--- src/rtl/score_tile_tracker.sv ---
// Game score keeper: one-shot bonus/penalty tiles, per-second decay, saturating
// 0..MAX_SCORE, game over on reaching zero.
module score_tile_tracker #(
  parameter logic [7:0] START_SCORE = 8'd50,
  parameter logic [7:0] MAX_SCORE   = 8'd99,
  parameter logic [7:0] TILE_DELTA  = 8'd5
) (
  input  logic       clock,
  input  logic       reset,
  input  logic       playHard,
  input  logic       playMedium,
  input  logic       playEasy,
  input  logic       externalReset,
  input  logic [4:0] scorePlusFiveX,
  input  logic [4:0] scorePlusFiveY,
  input  logic [4:0] scoreMinusFiveX,
  input  logic [4:0] scoreMinusFiveY,
  input  logic [4:0] playerX,
  input  logic [4:0] playerY,
  input  logic       moveValid,
  input  logic       secTick,
  output logic [7:0] score,
  output logic       plusTaken,
  output logic       minusTaken,
  output logic       scoreEvent,
  output logic       gameOver
);

  typedef enum logic [1:0] {IDLE, PLAY, DONE} state_t;

  state_t            state, state_d;
  logic [7:0]        score_d;
  logic              plus_d, minus_d, event_d;
  logic              mode_valid, plus_hit, minus_hit;
  logic signed [8:0] delta;
  logic signed [9:0] sum;

  assign mode_valid = !externalReset &&
                      (( playHard && !playMedium && !playEasy) ||
                       (!playHard &&  playMedium && !playEasy) ||
                       (!playHard && !playMedium &&  playEasy));

  assign plus_hit  = moveValid && !plusTaken &&
                     (playerX == scorePlusFiveX) && (playerY == scorePlusFiveY);
  assign minus_hit = moveValid && !minusTaken &&
                     (playerX == scoreMinusFiveX) && (playerY == scoreMinusFiveY);

  always_comb begin
    delta = '0;
    if (plus_hit)  delta = delta + $signed({1'b0, TILE_DELTA});
    if (minus_hit) delta = delta - $signed({1'b0, TILE_DELTA});
    if (secTick)   delta = delta - 9'sd1;
    sum = $signed({2'b00, score}) + $signed({delta[8], delta});
  end

  always_comb begin
    state_d = state;
    score_d = score;
    plus_d  = plusTaken;
    minus_d = minusTaken;
    event_d = 1'b0;
    case (state)
      IDLE: begin
        score_d = START_SCORE;
        plus_d  = 1'b0;
        minus_d = 1'b0;
        if (mode_valid) state_d = PLAY;
      end
      PLAY: begin
        if (!mode_valid) begin
          state_d = IDLE;
          score_d = START_SCORE;
          plus_d  = 1'b0;
          minus_d = 1'b0;
        end else begin
          if (sum[9])
            score_d = '0;
          else if (sum > $signed({2'b00, MAX_SCORE}))
            score_d = MAX_SCORE;
          else
            score_d = sum[7:0];
          plus_d  = plusTaken  | plus_hit;
          minus_d = minusTaken | minus_hit;
          event_d = (score_d != score);
          if (score_d == '0) state_d = DONE;
        end
      end
      DONE: begin
        score_d = '0;
        if (!mode_valid) begin
          state_d = IDLE;
          score_d = START_SCORE;
          plus_d  = 1'b0;
          minus_d = 1'b0;
        end
      end
      default: state_d = IDLE;
    endcase
  end

  always_ff @(posedge clock) begin
    if (reset) begin
      state      <= IDLE;
      score      <= START_SCORE;
      plusTaken  <= 1'b0;
      minusTaken <= 1'b0;
      scoreEvent <= 1'b0;
      gameOver   <= 1'b0;
    end else begin
      state      <= state_d;
      score      <= score_d;
      plusTaken  <= plus_d;
      minusTaken <= minus_d;
      scoreEvent <= event_d;
      gameOver   <= (state_d == DONE);
    end
  end

endmodule

--- config.mk ---
export PLATFORM = sky130hd
export DESIGN_NAME = score_tile_tracker
export DESIGN_NICKNAME = d
export VERILOG_FILES = /design/src/rtl/score_tile_tracker.sv
export SDC_FILE = /design/constraint.sdc
export NUM_CORES = 1
export LEC_CHECK = 0
export BUFFER_PORTS_ARGS = -buffer_cell sky130_fd_sc_hd__buf_2
export CORE_UTILIZATION = 49
export CTS_CLUSTER_SIZE = 8
export DETAILED_ROUTE_END_ITERATION = 7
export GPL_ROUTABILITY_DRIVEN = 0
export GPL_TIMING_DRIVEN = 0
export PLACE_DENSITY = 0.78
export SYNTH_ARGS = -nofsm -noshare
export SYNTH_HDL_FRONTEND = slang
export SYNTH_SLANG_ARGS = --single-unit
--- constraint.sdc ---
create_clock -name clock -period 5.2 [get_ports clock]
set_input_delay 1.04 -clock clock [delete_from_list [all_inputs] [get_ports clock]]
set_output_delay 1.04 -clock clock [all_outputs]
set_load 0.05 [all_outputs]
==> results.sh, run 1 <==
export IMPL_path_common_cell="nor4_1"
export IMPL_grt_ovfl_total=0
export IMPL_power_density_mw_per_mm2=166.7
export IMPL_max_vdd_ir_drop_uv=144.8
export IMPL_die_area_mm2=0.004140
export IMPL_p_int_uw=259.3
export IMPL_tritoncts="done"
export IMPL_clock_latency_ps=250
export IMPL_rows=22
export IMPL_layout_drive_gt1_share=0.3535
export IMPL_synth_edf_count=0
export IMPL_core_mm2=0.003689
export IMPL_path_max_fanout=6
export IMPL_p_leak_nw=1.029
export IMPL_cp_cell_sequence="buf_2 > xor2_1 > nor4_1 > nand4_1 > nor4_4 > inv_1 > ha_4 > xnor2_1 > ha_2 > fa_2 > a211oi_4 > nor2_1 > or2_2 > a221oi_1 > o221ai_1 > nor4_1 > a41oi_1"
export IMPL_nets=355
export IMPL_ys_warn_count=0
export IMPL_cp_end_kind="flip-flop"
export IMPL_combPwrFrac=0.461
export IMPL_fin_util=0.6727
export IMPL_cp_arrival_ps=5170
export IMPL_die_h_um=64.34
export IMPL_syn_num_nets=287
export IMPL_setup_tns_ps=0
export IMPL_wirelength_um=5451
export IMPL_min_period_ps=5057
export IMPL_cts_root_buf="clkbuf_8"
export IMPL_min_path_cells=1
export IMPL_timing_rr_start="plusTaken"
export IMPL_finClkSkew_ps=2.833
export IMPL_grt_max_degree=11
export IMPL_p_total_uw=413.6
export IMPL_area_growth_syn_to_layout_pct=30.29
export IMPL_routedWlPerCell_um=15.80
export IMPL_hpwl_um=3885
export IMPL_rr_endpoint="scoreEvent"
export IMPL_clk_path_buf_depth=2
export IMPL_slew_headroom=0.6566
export IMPL_grtUsageTotal=0.2562
export IMPL_cp_start_kind="input pin"
export IMPL_n_antenna_cell=0
export IMPL_p_sw_frac=0.3730
export IMPL_hold_path_class="flip-flop to flip-flop"
export IMPL_clk_pin_slew_ps=60
export IMPL_min_from="minusTaken"
export IMPL_grt_pass1_wl_um=8411
export IMPL_hold_end="minusTaken"
export IMPL_portBuffers=49
export IMPL_crit_type="input pin to flip-flop"
export IMPL_maxSlewViolCount=0
export IMPL_post_route_period_util=0.9725
export IMPL_synth_cells=230
export IMPL_seq_power_share=0.277
export IMPL_start_util=0.5163
export IMPL_synth_yosys_seq_area_share=0.1472
export IMPL_rrSetupSlack_ps=890
export IMPL_drcViolationCount=0
export IMPL_rr_worst_depth=15
export IMPL_vias=2107
export IMPL_grt_antenna_before_repair=0
export IMPL_firstDrtPassIters=4
export IMPL_cts_buffers=3
export IMPL_cts_sinks=14
export IMPL_die_w_um=64.34
export IMPL_hold_viol_final=0
export IMPL_cp_slowest_cell="fa_2"
export IMPL_fmax_mhz=197.8
export IMPL_via_per_inst=6.107
export IMPL_cp_required_ps=5310
export IMPL_synth_cell_types=68
export IMPL_ios=50
export IMPL_htreeDepth=1
export IMPL_ant_nets=0
export IMPL_worst_pin_slew_ps=509.7
export IMPL_grt_pass1_vias=1829
export IMPL_switchingPower_uw=154.3
export IMPL_ys_ff_latch=14
export IMPL_synth_area_mm2=0.001904
export IMPL_drv_cap=0
export IMPL_max_stage_delay_ps=430
export IMPL_drt_iter0_drc=121
export IMPL_status="completed"
export IMPL_setup_viol=0
export IMPL_avgSynthCellArea_um2=8.280
export IMPL_power_frac_clock=0.261
export IMPL_synth_async_reset_ratio=0
export IMPL_synthFlopType="dfxtp_1"
## cells in the final DEF, fill, tap and decap left out, drive strengths merged, types with 8 or more instances in the layout
cell type   n
nand2      10
a211oi      9
a21oi      11
o21ai      17
dfxtp      14
inv        10
xor2       19
nor2       17
ha         18
xnor2       8
buf        67
## logic make-up (layout without fill, tap and decap cells)
kind of cell,Yosys count,in the layout,synth area share
multiplexers,4,4,0.02234
flip-flops,14,14,0.1472
AND/OR/NAND/NOR,72,72,0.2155
AO/OA/AOI/OAI,77,77,0.3187
XOR/XNOR,27,27,0.1242
adder cells (fa/ha/maj),20,20,0.1347
buffers and inverters,16,83,0.03745
## power groups by stage
| stage | sequential, mW | clock, mW | combinational (mW) |
|---|---|---|---|
| 2_1_floorplan | 0.121 | 0 | 0.113 |
| 3_3_place_gp | 0.117 | 0 | 0.159 |
| 3_5_place_dp | 0.117 | 0 | 0.163 |
| 4_1_cts | 0.115 | 0.110 | 0.170 |
| 5_1_grt | 0.115 | 0.115 | 0.207 |
| 6_report | 0.115 | 0.108 | 0.191 |
## cells in the mapped netlist, types with 4 or more instances
cell       n  share of area
xor2_1    19          0.087
ha_1      18           0.12
nor2_1    17          0.034
dfxtp_1   14           0.15
o21ai_0   12          0.032
a21oi_1   11          0.029
inv_1     11          0.022
nand2_1   10          0.020
xnor2_1    8          0.037
a211oi_1   7          0.028
nor4_1     7          0.023
nor3_1     6          0.016
a31oi_1    5          0.016
nand3_1    5          0.013
o21ai_1    4          0.011
or2_2      4          0.013
## registers in the layout, indices dropped and copies added (netlist names)
| signal | cells |
|---|---|
| score | 8 |
| state | 2 |
| gameOver | 1 |
| minusTaken | 1 |
| plusTaken | 1 |
| scoreEvent | 1 |
## routing by layer
metal | wire (um) | vias to the layer above | global-route usage | share of wire
li1 | - | 1013 | - | -
met1 | 2332 | 982 | 0.3484 | 0.43
met2 | 2683 | 97 | 0.4118 | 0.49
met3 | 348 | 15 | 0.04821 | 0.064
met4 | 87 | 0 | 0.06389 | 0.016
met5 | 0 | - | 0 | 0
## critical path, delay by kind of cell
family	cells	cell delay, ps
XOR/XNOR	2	280
AND/OR/NAND/NOR	6	1660
buffers and inverters	2	250
adder cells (fa/ha/maj)	3	860
AO/OA/AOI/OAI	4	1060
## worst max-delay path by stage
stage	start	end	slack (ps)	depth (start not counted)
6_report	scorePlusFiveX[4]	scoreEvent	140	17
4_1_cts	playerX[1]	scoreEvent	40	19
3_5_place_dp	scorePlusFiveY[3]	scoreEvent	-690	17
3_3_place_gp	scorePlusFiveY[3]	scoreEvent	-630	17
5_1_grt	playerX[4]	scoreEvent	-100	19
2_1_floorplan	scorePlusFiveY[3]	gameOver	200	16
## metrics by stage
stage / hold slack [ps] / std cells / instance area, um2 / setup WS (ps)
floorplan: 542.5 / 230 / 1904 / 204.1
global placement: 502.1 / 327 / 2210 / -630.8
detailed placement: 507.9 / 327 / 2210 / -691.6
CTS: 524.1 / 332 / 2313 / 36.78
global route: 560.9 / 345 / 2481 / -96.90
finish: 516.6 / 345 / 2481 / 143.2
## final cells by class
cell class	count	area (um2)
buffer	5	30.03
fill	314	1207
multi-input combinational	200	1657
tap	48	60.06
clock buffer	4	55.05
timing repair buffer	63	354.1
sequential	14	280.3
inverter	11	45.04
## what timing repair did
action                                  CTS  global route
setup buffers                             1            13
endpoints found under the setup margin   11            11
hold buffers                              0             0
gates resized for setup                   6            14
pin swaps                                 1            11
Note: power is estimated with default switching activity, not from simulation.
==> run 2, diff against run 1 <==
--- a/config.mk
+++ b/config.mk
@@ -11,7 +11,7 @@
 export DETAILED_ROUTE_END_ITERATION = 7
 export GPL_ROUTABILITY_DRIVEN = 0
 export GPL_TIMING_DRIVEN = 0
-export PLACE_DENSITY = 0.78
+export PLACE_DENSITY = 0.87
 export SYNTH_ARGS = -nofsm -noshare
 export SYNTH_HDL_FRONTEND = slang
 export SYNTH_SLANG_ARGS = --single-unit
==> run 2 against run 1 <==
Via count shrank 1.0%. Largest cell class unchanged. Global-route usage shrank 0.66 points. Clock power about the same. Combinational power hardly changed. Critical path type unchanged. First-iteration DRC count up 15%. Clock-buffer cell count did not move. Largest power group unchanged. Highest routed layer unchanged.
==> results.sh, run 2 (same netlist as run 1, synthesis figures left out) <==
export IMPL_grt_antenna_before_repair=0
export IMPL_wirelength_um=5438
export IMPL_use_met2=0.4289
export IMPL_hold_viol_final=0
export IMPL_grtUsageTotal=0.2495
export IMPL_die_h_um=64.34
export IMPL_layout_commonest_cell="buf_2"
export IMPL_stdcell_area_mm2=0.002455
export IMPL_clock_latency_ps=250
export IMPL_n_antenna_cell=0
export IMPL_status="completed"
export IMPL_via_per_inst=6.061
export IMPL_rsz0062_at_grt="true"
export IMPL_rr_worst_depth=17
export IMPL_routedWlPerCell_um=15.81
export IMPL_core_mm2=0.003689
export IMPL_path_max_fanout=8
export IMPL_power_density_mw_per_mm2=168.9
export IMPL_die_w_um=64.34
export IMPL_setup_viol=0
export IMPL_clk_path_buf_depth=2
export IMPL_largest_register="score"
export IMPL_layout_common_cells="51 x buf_2, 19 x xor2_1, 17 x nor2_1, 16 x ha_1, 14 x dfxtp_1"
export IMPL_fin_cells=344
export IMPL_largest_reg_flops=8
export IMPL_use_met3=0.02321
export IMPL_hold_path_class="flip-flop to flip-flop"
export IMPL_die_area_mm2=0.004140
export IMPL_met1_usage=0.3298
export IMPL_place_area_mm2=0.002210
export IMPL_max_vdd_ir_drop_uv=119.2
export IMPL_maxSlewViolCount=0
export IMPL_cp_required_ps=5310
export IMPL_drv_cap=0
export IMPL_place_inst=327
export IMPL_cts_root_buf="clkbuf_8"
export IMPL_slew_headroom=0.6673
export IMPL_grt_ovfl_total=0
export IMPL_ios=50
export IMPL_p_leak_nw=1.022
export IMPL_htreeDepth=1
export IMPL_largestRegisters="score (8), state (2)"
export IMPL_grt_busiest_layer="met2"
export IMPL_min_path_cells=2
export IMPL_rows=22
export IMPL_fmax_mhz=193.9
export IMPL_grt_pass1_vias=1801
export IMPL_portBuffers=49
export IMPL_cp_end_kind="flip-flop"
export IMPL_nets=354
export IMPL_firstDrtPassIters=5
export IMPL_grt_max_degree=11
export IMPL_vias=2085
export IMPL_post_route_period_util=0.9918
export IMPL_worst_pin_slew_ps=496.3
export IMPL_drcViolationCount=0
export IMPL_cts_buffers=3
export IMPL_min_period_ps=5157
export IMPL_cts_sinks=14
export IMPL_cp_start_kind="input pin"
export IMPL_finClkSkew_ps=0.6602
export IMPL_grt_pass1_wl_um=8314
export IMPL_crit_type="input pin to flip-flop"
export IMPL_rrSetupSlack_ps=940
export IMPL_clk_pin_slew_ps=60
export IMPL_area_growth_syn_to_layout_pct=28.91
export IMPL_tritoncts="done"
export IMPL_ant_nets=0
export IMPL_layout_drive_gt1_share=0.3480
export IMPL_cp_arrival_ps=5260
export IMPL_hpwl_um=3779
export IMPL_drt_iter0_drc=139
export IMPL_start_util=0.5163
[run 2: cell count changes in the layout (fill, tap and decap cells not counted), sizes merged]
cell	previous run	this run
buf	67	66
[run 2: path summary, 6_finish.rpt]
path | end | from
min | score[7] | score[7]
min reg2reg | score[7] | score[7]
max | scoreEvent | scorePlusFiveX[4]
max reg2reg | scoreEvent | plusTaken
[run 2: worst max-delay path, cell delays in order]
cell	delay, ps
buf_2	110
xor2_1	150
nor4_1	350
nand4_1	210
nor4_4	350
buf_4	190
ha_1	170
mux2_4	210
clkinvlp_4	150
ha_1	290
clkbuf_2	190
o21ai_2	120
o211a_1	240
or3_1	430
a311oi_4	390
buf_4	190
a31oi_1	90
o21ai_0	240
a41oi_1	160
[run 2: per-layer routing]
metal | vias to the layer above | wire [um] | share of wire
met5 | - | 0 | 0
met4 | 0 | 94 | 0.017
met3 | 12 | 294 | 0.054
met2 | 95 | 2746 | 0.50
met1 | 961 | 2301 | 0.42
li1 | 1017 | - | -
[run 2: what timing repair did]
| item | CTS | global route |
|---|---|---|
| buffers inserted | 3 | 10 |
| hold buffers | 0 | 0 |
| pin swaps | 1 | 7 |
| setup endpoints to repair | 11 | 11 |
| endpoints found under the hold margin | 0 | 0 |
| gates resized for setup | 6 | 11 |
[run 2: where the power goes]
group | internal [mW] | leakage (nW) | switching [mW]
Sequential | 0.110 | 0.113 | 0.00484
Combinational | 0.0831 | 0.880 | 0.109
Clock | 0.0671 | 0.0288 | 0.0403
[run 2: layout make-up]
class / instances / area [um2]
multi-input combinational: 200 / 1642
fill: 300 / 1234
timing repair buffer: 62 / 342.8
sequential: 14 / 280.3
tap: 48 / 60.06
clock buffer: 4 / 55.05
inverter: 11 / 45.04
buffer: 5 / 30.03
[run 2: metrics by stage]
step / utilization / TNS, ps / power (mW) / hold slack, ps / setup slack (ps)
after floorplan: - / 0 / 0.2342 / 542.5 / 204.1
after global placement: 0.5991 / -3446 / 0.2743 / 492.0 / -541.2
after detailed placement: 0.5991 / -3419 / 0.2778 / 499.5 / -542.3
after CTS: 0.6296 / 0 / 0.3946 / 508.4 / 3.442
after global routing: 0.6655 / -114.9 / 0.4371 / 550.8 / -57.97
final: 0.6655 / 0 / 0.4147 / 506.1 / 42.77
